### src/rtl/scan_sequencer_pkg.sv
// Shared types and constants for the channel scan sequencer.
// Optional channel masking is enabled with the SCAN_MASK_EN macro.
package scan_pkg;
  localparam int NUM_CH = 8;
  localparam int SEL_W  = 3;

  typedef logic [NUM_CH-1:0] mask_t;

  typedef enum logic [1:0] {
    IDLE,
    DWELL,
    GAP
  } state_t;
endpackage

### src/rtl/scan_sequencer_if.sv
// Control/status bundle between a scan controller (master) and the sequencer (slave).
// The mask signal exists only when SCAN_MASK_EN is defined.
interface scan_sequencer_if #(
  parameter int DWELL_W = 8
);
  import scan_pkg::*;

  logic               start;
  logic               stop;
  logic               continuous;
  logic [DWELL_W-1:0] dwell;
`ifdef SCAN_MASK_EN
  mask_t              mask;
`endif
  logic [SEL_W-1:0]   sel;
  logic               sel_en;
  logic               busy;
  logic               done;
  logic               wrap;

  modport master (
`ifdef SCAN_MASK_EN
    output mask,
`endif
    output start, stop, continuous, dwell,
    input  sel, sel_en, busy, done, wrap
  );

  modport slave (
`ifdef SCAN_MASK_EN
    input  mask,
`endif
    input  start, stop, continuous, dwell,
    output sel, sel_en, busy, done, wrap
  );
endinterface

### src/rtl/scan_sequencer_next_ch.sv
// Combinational next-channel search: the first set mask bit strictly after sel,
// in ascending order with wrap. Feeding sel=7 yields the lowest set bit.
module scan_next_ch
  import scan_pkg::*;
(
  input  logic [SEL_W-1:0] sel,
  input  mask_t            mask,
  output logic [SEL_W-1:0] next,
  output logic             wrapped,
  output logic             any
);

  logic [SEL_W-1:0] cand [NUM_CH];
  logic [NUM_CH-1:0] hit;

  // cand[NUM_CH-1] is sel itself, so a lone set bit re-selects its own channel
  for (genvar gi = 0; gi < NUM_CH; gi++) begin : g_cand
    assign cand[gi] = sel + SEL_W'(gi + 1);
    assign hit[gi]  = mask[cand[gi]];
  end

  always_comb begin
    next = sel;
    for (int k = NUM_CH - 1; k >= 0; k--) begin
      if (hit[k]) next = cand[k];
    end
  end

  assign wrapped = (next <= sel);
  assign any     = |mask;

endmodule

### src/rtl/scan_sequencer.sv
// Scan sequencer driving sel/sel_en of a 3-to-8 decoder with programmable dwell
// and blanking gaps. Define SCAN_MASK_EN to enable per-channel skip masking.
module scan_sequencer
  import scan_pkg::*;
#(
  parameter int DWELL_W    = 8,
  parameter int GAP_CYCLES = 1
) (
  input  logic        clk,
  input  logic        rst_n,
  scan_sequencer_if.slave bus
);

  localparam int GAP_W = (GAP_CYCLES > 1) ? $clog2(GAP_CYCLES + 1) : 1;
  localparam logic [GAP_W-1:0] GAP_LEN = GAP_W'(GAP_CYCLES);

  state_t             state_reg;
  logic [SEL_W-1:0]   sel_reg;
  logic               sel_en_reg;
  logic               busy_reg;
  logic               done_reg;
  logic               wrap_reg;
  logic [DWELL_W:0]   cnt_reg;
  logic [DWELL_W:0]   dwell_len_reg;
  logic [GAP_W-1:0]   gap_reg;

  logic [DWELL_W:0]   dwell_ext;
  mask_t              scan_mask;
  mask_t              start_mask;
  mask_t              search_mask;
  logic [SEL_W-1:0]   search_sel;
  logic [SEL_W-1:0]   nc_next;
  logic               nc_wrapped;
  logic               nc_any;

`ifdef SCAN_MASK_EN
  mask_t mask_reg;
  assign scan_mask  = mask_reg;
  assign start_mask = bus.mask;
`else
  assign scan_mask  = '1;
  assign start_mask = '1;
`endif

  assign dwell_ext = (bus.dwell == '0) ? (DWELL_W + 1)'(1) : {1'b0, bus.dwell};

  // In IDLE the search looks up the first channel of the incoming mask
  assign search_sel  = (state_reg == IDLE) ? SEL_W'(NUM_CH - 1) : sel_reg;
  assign search_mask = (state_reg == IDLE) ? start_mask : scan_mask;

  scan_next_ch u_next_ch (
    .sel     (search_sel),
    .mask    (search_mask),
    .next    (nc_next),
    .wrapped (nc_wrapped),
    .any     (nc_any)
  );

  always_ff @(posedge clk) begin
    if (!rst_n) begin
      state_reg     <= IDLE;
      sel_reg       <= '0;
      sel_en_reg    <= 1'b0;
      busy_reg      <= 1'b0;
      done_reg      <= 1'b0;
      wrap_reg      <= 1'b0;
      cnt_reg       <= '0;
      dwell_len_reg <= '0;
      gap_reg       <= '0;
`ifdef SCAN_MASK_EN
      mask_reg      <= '0;
`endif
    end else begin
      done_reg <= 1'b0;
      wrap_reg <= 1'b0;
      case (state_reg)
        IDLE: begin
          sel_reg    <= '0;
          sel_en_reg <= 1'b0;
          busy_reg   <= 1'b0;
          if (bus.start && !bus.stop) begin
            dwell_len_reg <= dwell_ext;
`ifdef SCAN_MASK_EN
            mask_reg      <= bus.mask;
`endif
            if (nc_any) begin
              state_reg  <= DWELL;
              sel_reg    <= nc_next;
              sel_en_reg <= 1'b1;
              busy_reg   <= 1'b1;
              cnt_reg    <= (DWELL_W + 1)'(1);
            end else begin
              // Nothing to scan: acknowledge the start with an immediate done
              done_reg <= 1'b1;
            end
          end
        end

        DWELL: begin
          if (bus.stop) begin
            state_reg  <= IDLE;
            sel_reg    <= '0;
            sel_en_reg <= 1'b0;
            busy_reg   <= 1'b0;
          end else if (cnt_reg < dwell_len_reg) begin
            cnt_reg <= cnt_reg + 1'b1;
          end else if (nc_wrapped && !bus.continuous) begin
            state_reg  <= IDLE;
            sel_reg    <= '0;
            sel_en_reg <= 1'b0;
            busy_reg   <= 1'b0;
            done_reg   <= 1'b1;
          end else if (GAP_CYCLES > 0) begin
            // sel holds through the gap so the decoder inputs stay glitch-free
            state_reg  <= GAP;
            sel_en_reg <= 1'b0;
            gap_reg    <= GAP_W'(1);
          end else begin
            sel_reg  <= nc_next;
            cnt_reg  <= (DWELL_W + 1)'(1);
            wrap_reg <= nc_wrapped;
          end
        end

        GAP: begin
          if (bus.stop) begin
            state_reg  <= IDLE;
            sel_reg    <= '0;
            sel_en_reg <= 1'b0;
            busy_reg   <= 1'b0;
          end else if (gap_reg < GAP_LEN) begin
            gap_reg <= gap_reg + 1'b1;
          end else begin
            state_reg  <= DWELL;
            sel_reg    <= nc_next;
            sel_en_reg <= 1'b1;
            cnt_reg    <= (DWELL_W + 1)'(1);
            wrap_reg   <= nc_wrapped;
          end
        end

        default: begin
          state_reg  <= IDLE;
          sel_reg    <= '0;
          sel_en_reg <= 1'b0;
          busy_reg   <= 1'b0;
        end
      endcase
    end
  end

  assign bus.sel    = sel_reg;
  assign bus.sel_en = sel_en_reg;
  assign bus.busy   = busy_reg;
  assign bus.done   = done_reg;
  assign bus.wrap   = wrap_reg;

endmodule

### src/flat_wrapper.sv
// flat-port wrapper written by rule: the top's interface ports become plain ports
module scan_sequencer_flat import scan_pkg::*;
#(
  parameter int DWELL_W    = 8,
  parameter int GAP_CYCLES = 1
)
  (clk, rst_n, bus_start, bus_stop, bus_continuous, bus_dwell, bus_sel, bus_sel_en, bus_busy, bus_done, bus_wrap);
  scan_sequencer_if #(.DWELL_W(DWELL_W)) bus_i ();
  input  logic clk;
  input  logic rst_n;
  input wire logic [$bits(bus_i.start)-1:0] bus_start;
  input wire logic [$bits(bus_i.stop)-1:0] bus_stop;
  input wire logic [$bits(bus_i.continuous)-1:0] bus_continuous;
  input wire logic [$bits(bus_i.dwell)-1:0] bus_dwell;
  output wire logic [$bits(bus_i.sel)-1:0] bus_sel;
  output wire logic [$bits(bus_i.sel_en)-1:0] bus_sel_en;
  output wire logic [$bits(bus_i.busy)-1:0] bus_busy;
  output wire logic [$bits(bus_i.done)-1:0] bus_done;
  output wire logic [$bits(bus_i.wrap)-1:0] bus_wrap;
  assign bus_i.start = bus_start;
  assign bus_i.stop = bus_stop;
  assign bus_i.continuous = bus_continuous;
  assign bus_i.dwell = bus_dwell;
  assign bus_sel = bus_i.sel;
  assign bus_sel_en = bus_i.sel_en;
  assign bus_busy = bus_i.busy;
  assign bus_done = bus_i.done;
  assign bus_wrap = bus_i.wrap;
  scan_sequencer #(.DWELL_W(DWELL_W), .GAP_CYCLES(GAP_CYCLES)) u_core (.clk(clk), .rst_n(rst_n), .bus(bus_i));
endmodule
### config.mk
export PLATFORM = sky130hd
export DESIGN_NAME = scan_sequencer_flat
export DESIGN_NICKNAME = d
export VERILOG_FILES = /design/src/rtl/scan_sequencer_pkg.sv /design/src/rtl/scan_sequencer_if.sv /design/src/rtl/scan_sequencer_next_ch.sv /design/src/rtl/scan_sequencer.sv /design/src/flat_wrapper.sv
export SDC_FILE = /design/constraint.sdc
export NUM_CORES = 1
export LEC_CHECK = 0
export CAP_MARGIN = 20
export CORE_ASPECT_RATIO = 0.6
export CORE_UTILIZATION = 48
export DETAILED_ROUTE_END_ITERATION = 7
export PLACE_DENSITY = 0.72
export SKIP_LAST_GASP = 1
export SLEW_MARGIN = 20
export SYNTH_ARGS = -nofsm -noshare
export SYNTH_HDL_FRONTEND = slang
export SYNTH_SLANG_ARGS = --single-unit
### constraint.sdc
create_clock -name clk -period 2.3 [get_ports clk]
set_input_delay 0.23 -clock clk [delete_from_list [all_inputs] [get_ports clk]]
set_output_delay 0.23 -clock clk [all_outputs]
set_load 0.1 [all_outputs]
==> results.cfg <==
[timing]
finClkSkew_ps = 2.61
clock_period_minus_worst_slack_ps = 2150
period_share_pct = 93.7
report.final.setup_viol = 0
rsz_0062_raised_after_global_routing = false
timing_max_transition_violations_final = 0
hold_violations = 0
slew_headroom_pct = 57.4
worstMarginPinSlew_ps = 631
whs_ps = 460
fmaxAchievable_mhz = 464

[floorplan]
core.rowCount = 15
boundaryPins = 20
initial_utilization_pct = 51.2
die-height_um = 45.0
core_area_um2 = 2890
die_ar_um2 = 3310
die_width_um = 73.7

[pwr]
p_leak_nw = 0.696
pwr-share-clk_pct = 28.3
share_seq_of_total_power_pct = 52.5
max-vdd-ir-drop_mv = 0.295
switch_pwr_uw = 256
power.density_cell_area_nw_per_um2 = 524
internal_power_consumption_uw = 678
power.share.switching_pct = 27.4
power_frac_comb_pct = 19.2

[global_routing]
grt_antenna_before_repair = 0
gr-total-overflow = 0
vias_in_the_first_global_route = 1163
pin_count_of_the_biggest_net_entering_global_routing = 19
grt_first_pass_wirelength_mm = 5.71
gr-usage-all-layers_pct = 23.6

[logic_synthesis]
yosysSeqAreaShare_pct = 36.5
synth_cell_types = 42
ys_dominant_reg_cell = dfxtp_1
yosys.area_share.xor_xnor_pct = 0.592
main_combinational_cell_family_by_area_after_synthesis = simple AND/OR/NAND/NOR gates
synth.most_common_cell = dfxtp_1
synth-async-reset-ratio_pct = 0
muxShareOfSynthArea_pct = 2.71
synth_edf_count = 0
synth.avg_cell_area_um2 = 8.55
yosys.area.top_type_share_pct = 36.5
ys.warnings.count = 0
synth_simple_gate_area_share_pct = 24.9
synthTopCellsByArea = dfxtp_1 37%, ha_1 8.5%, a21oi_1 6.8%
synthesis.nets = 196
syn-instance-count = 173
synth-compound-area-share_pct = 22.8
synthAdderAreaFrac_pct = 8.46
synth.cells.most_frequent = 27 x dfxtp_1, 25 x nand2_1, 20 x a21oi_1, 10 x ha_1
netlist.top_cell.by_area = dfxtp_1
synth.cell_area_um2 = 1480
ys_ff_latch = 27

[clock_network]
insertion_delay_ps = 270
cts-hold-fix-buffers = 0
root_buffer = clkbuf_8
cts_repair_resize_count = 3
clkTransAtPathRegs_ps = 90
clock_tree.htree_level_count = 1
tritoncts = yes
number_of_sinks_handled_by_clock_tree_synthesis = 27
clockBufferDepth = 2
tritoncts.num_buffers = 3
post_cts.repair.setup_buffers = 0

[routing]
wl_per_cell_um = 15.2
antenna_violating_nets_post_route = 0
drt-total-wl_mm = 3.64
drc_errors = 0
dr.pass1.iters = 4
count_of_routing_violations_after_the_opening_detailed_route_iteration = 117
detail_route.vias_per_cell = 5.68
detailroute.via_count = 1358

[worst_setup_path]
required_ps = 2430
timing.critical_path.arrival_ps = 2280
cp-end-kind = register
worstSetupPathType = reg -> reg
sort_of_element_at_the_start_of_the_critical_path = register
critPathMaxFanout = 6

[place]
placedCellCount = 235
finalWeightedCongestion = 0.824
detailed_place_hpwl_mm = 2.86
io_buffers = 19

[final_layout]
fill_cells = 269
antenna_cells_inserted = 0
post_route_cells_drive_above_1_share_pct = 15.7
area.growth.synth_to_final_pct = 20.5
layout.cells.non_filler = 239
nNetsFinal = 221
flip_flop_count_of_the_largest_register_after_layout = 9

[worst_hold_path]
holdCritPathClass = reg -> reg

[run]
max_cap_viol_count = 0

[run_status]
outcome = finished, final reports clean
layout make-up:
| class | instances | area [um^2] | area share, % |
|---|---|---|---|
| sequential | 27 | 544 | 30.5 |
| tap | 42 | 52.6 | 2.95 |
| timing repair buffer | 25 | 218 | 12.2 |
| clock buffer | 4 | 45.0 | 2.53 |
| inverter | 9 | 33.8 | 1.90 |
| multi-input combinational | 132 | 888 | 49.9 |
metal layers:
layer  vias to the layer above  GRT usage [%]  routed length, um
met5                         -              0                  0
li1                        682              -                  -
met2                        55           33.9               1490
met3                         2           4.69                350
met1                       619           36.7               1790
met4                         0           3.46                  8
worst paths after layout:
check                                             from                                   end  slack [ps]  depth (start not counted)
setup / recovery      u_core.state_reg[0]$_SDFFE_PN0P_        u_core.bus.sel[0]$_SDFFE_PN0P_         150                          8
hold / removal    u_core.dwell_len_reg[2]$_SDFFE_PN0P_  u_core.dwell_len_reg[2]$_SDFFE_PN0P_         460                          2
setup reg to reg      u_core.state_reg[0]$_SDFFE_PN0P_        u_core.bus.sel[0]$_SDFFE_PN0P_         150                          8
hold reg to reg   u_core.dwell_len_reg[2]$_SDFFE_PN0P_  u_core.dwell_len_reg[2]$_SDFFE_PN0P_         460                          2
power groups by stage:
stage	clock network (mW)	logic (mW)	registers [mW]
global placement	0	0.167	0.501
finish	0.264	0.179	0.491
floorplan	0	0.0928	0.520
detailed placement	0	0.173	0.502
global route	0.295	0.193	0.493
CTS	0.274	0.176	0.491
kinds of logic after synthesis:
logic type / Yosys count
muxes: 4
xor gates and xnor gates: 1
and+or+nand+nor: 71
adders and majority gates: 10
AOI/OAI and AO/OA: 46
DFF: 27
buffers and inverters: 14
critical path, stage by stage, from the launching register on:
cell and delay [ps]:
dfxtp_2 370, nor2_1 100, or2_2 310, ha_1 230, nand2b_1 80, a21oi_1 70, or3_4 430, o311ai_1 310
a21oi_1 120
cell usage in the layout, fill, tap and decap left out, drive strengths merged, types with 2 or more instances in the layout:
master	instances
a21oi	20
clkbuf	4
o32a	4
nand3	9
a31oi	2
a211oi	3
clkdlybuf4s50	12
o311ai	3
nor2b	4
ha	10
buf	13
nand2	25
mux2i	4
nor2	9
nor4	2
nor3	3
inv	9
and3	5
nand3b	4
dfxtp	27
nand2b	3
o21ai	4
or2	2
stage by stage:
step           util [%]  total power [mW]  setup TNS (ps)  worst slack, ps  instance area, um^2
2_1_floorplan         -             0.613               0              101                 1480
6_report           61.6             0.934               0              145                 1780
5_1_grt            61.6             0.981               0             54.2                 1780
3_3_place_gp       59.7             0.668               0              124                 1730
4_1_cts            61.4             0.941               0             20.6                 1780
3_5_place_dp       59.7             0.674            -289             -101                 1730
Power figures use the tool's default switching activity.
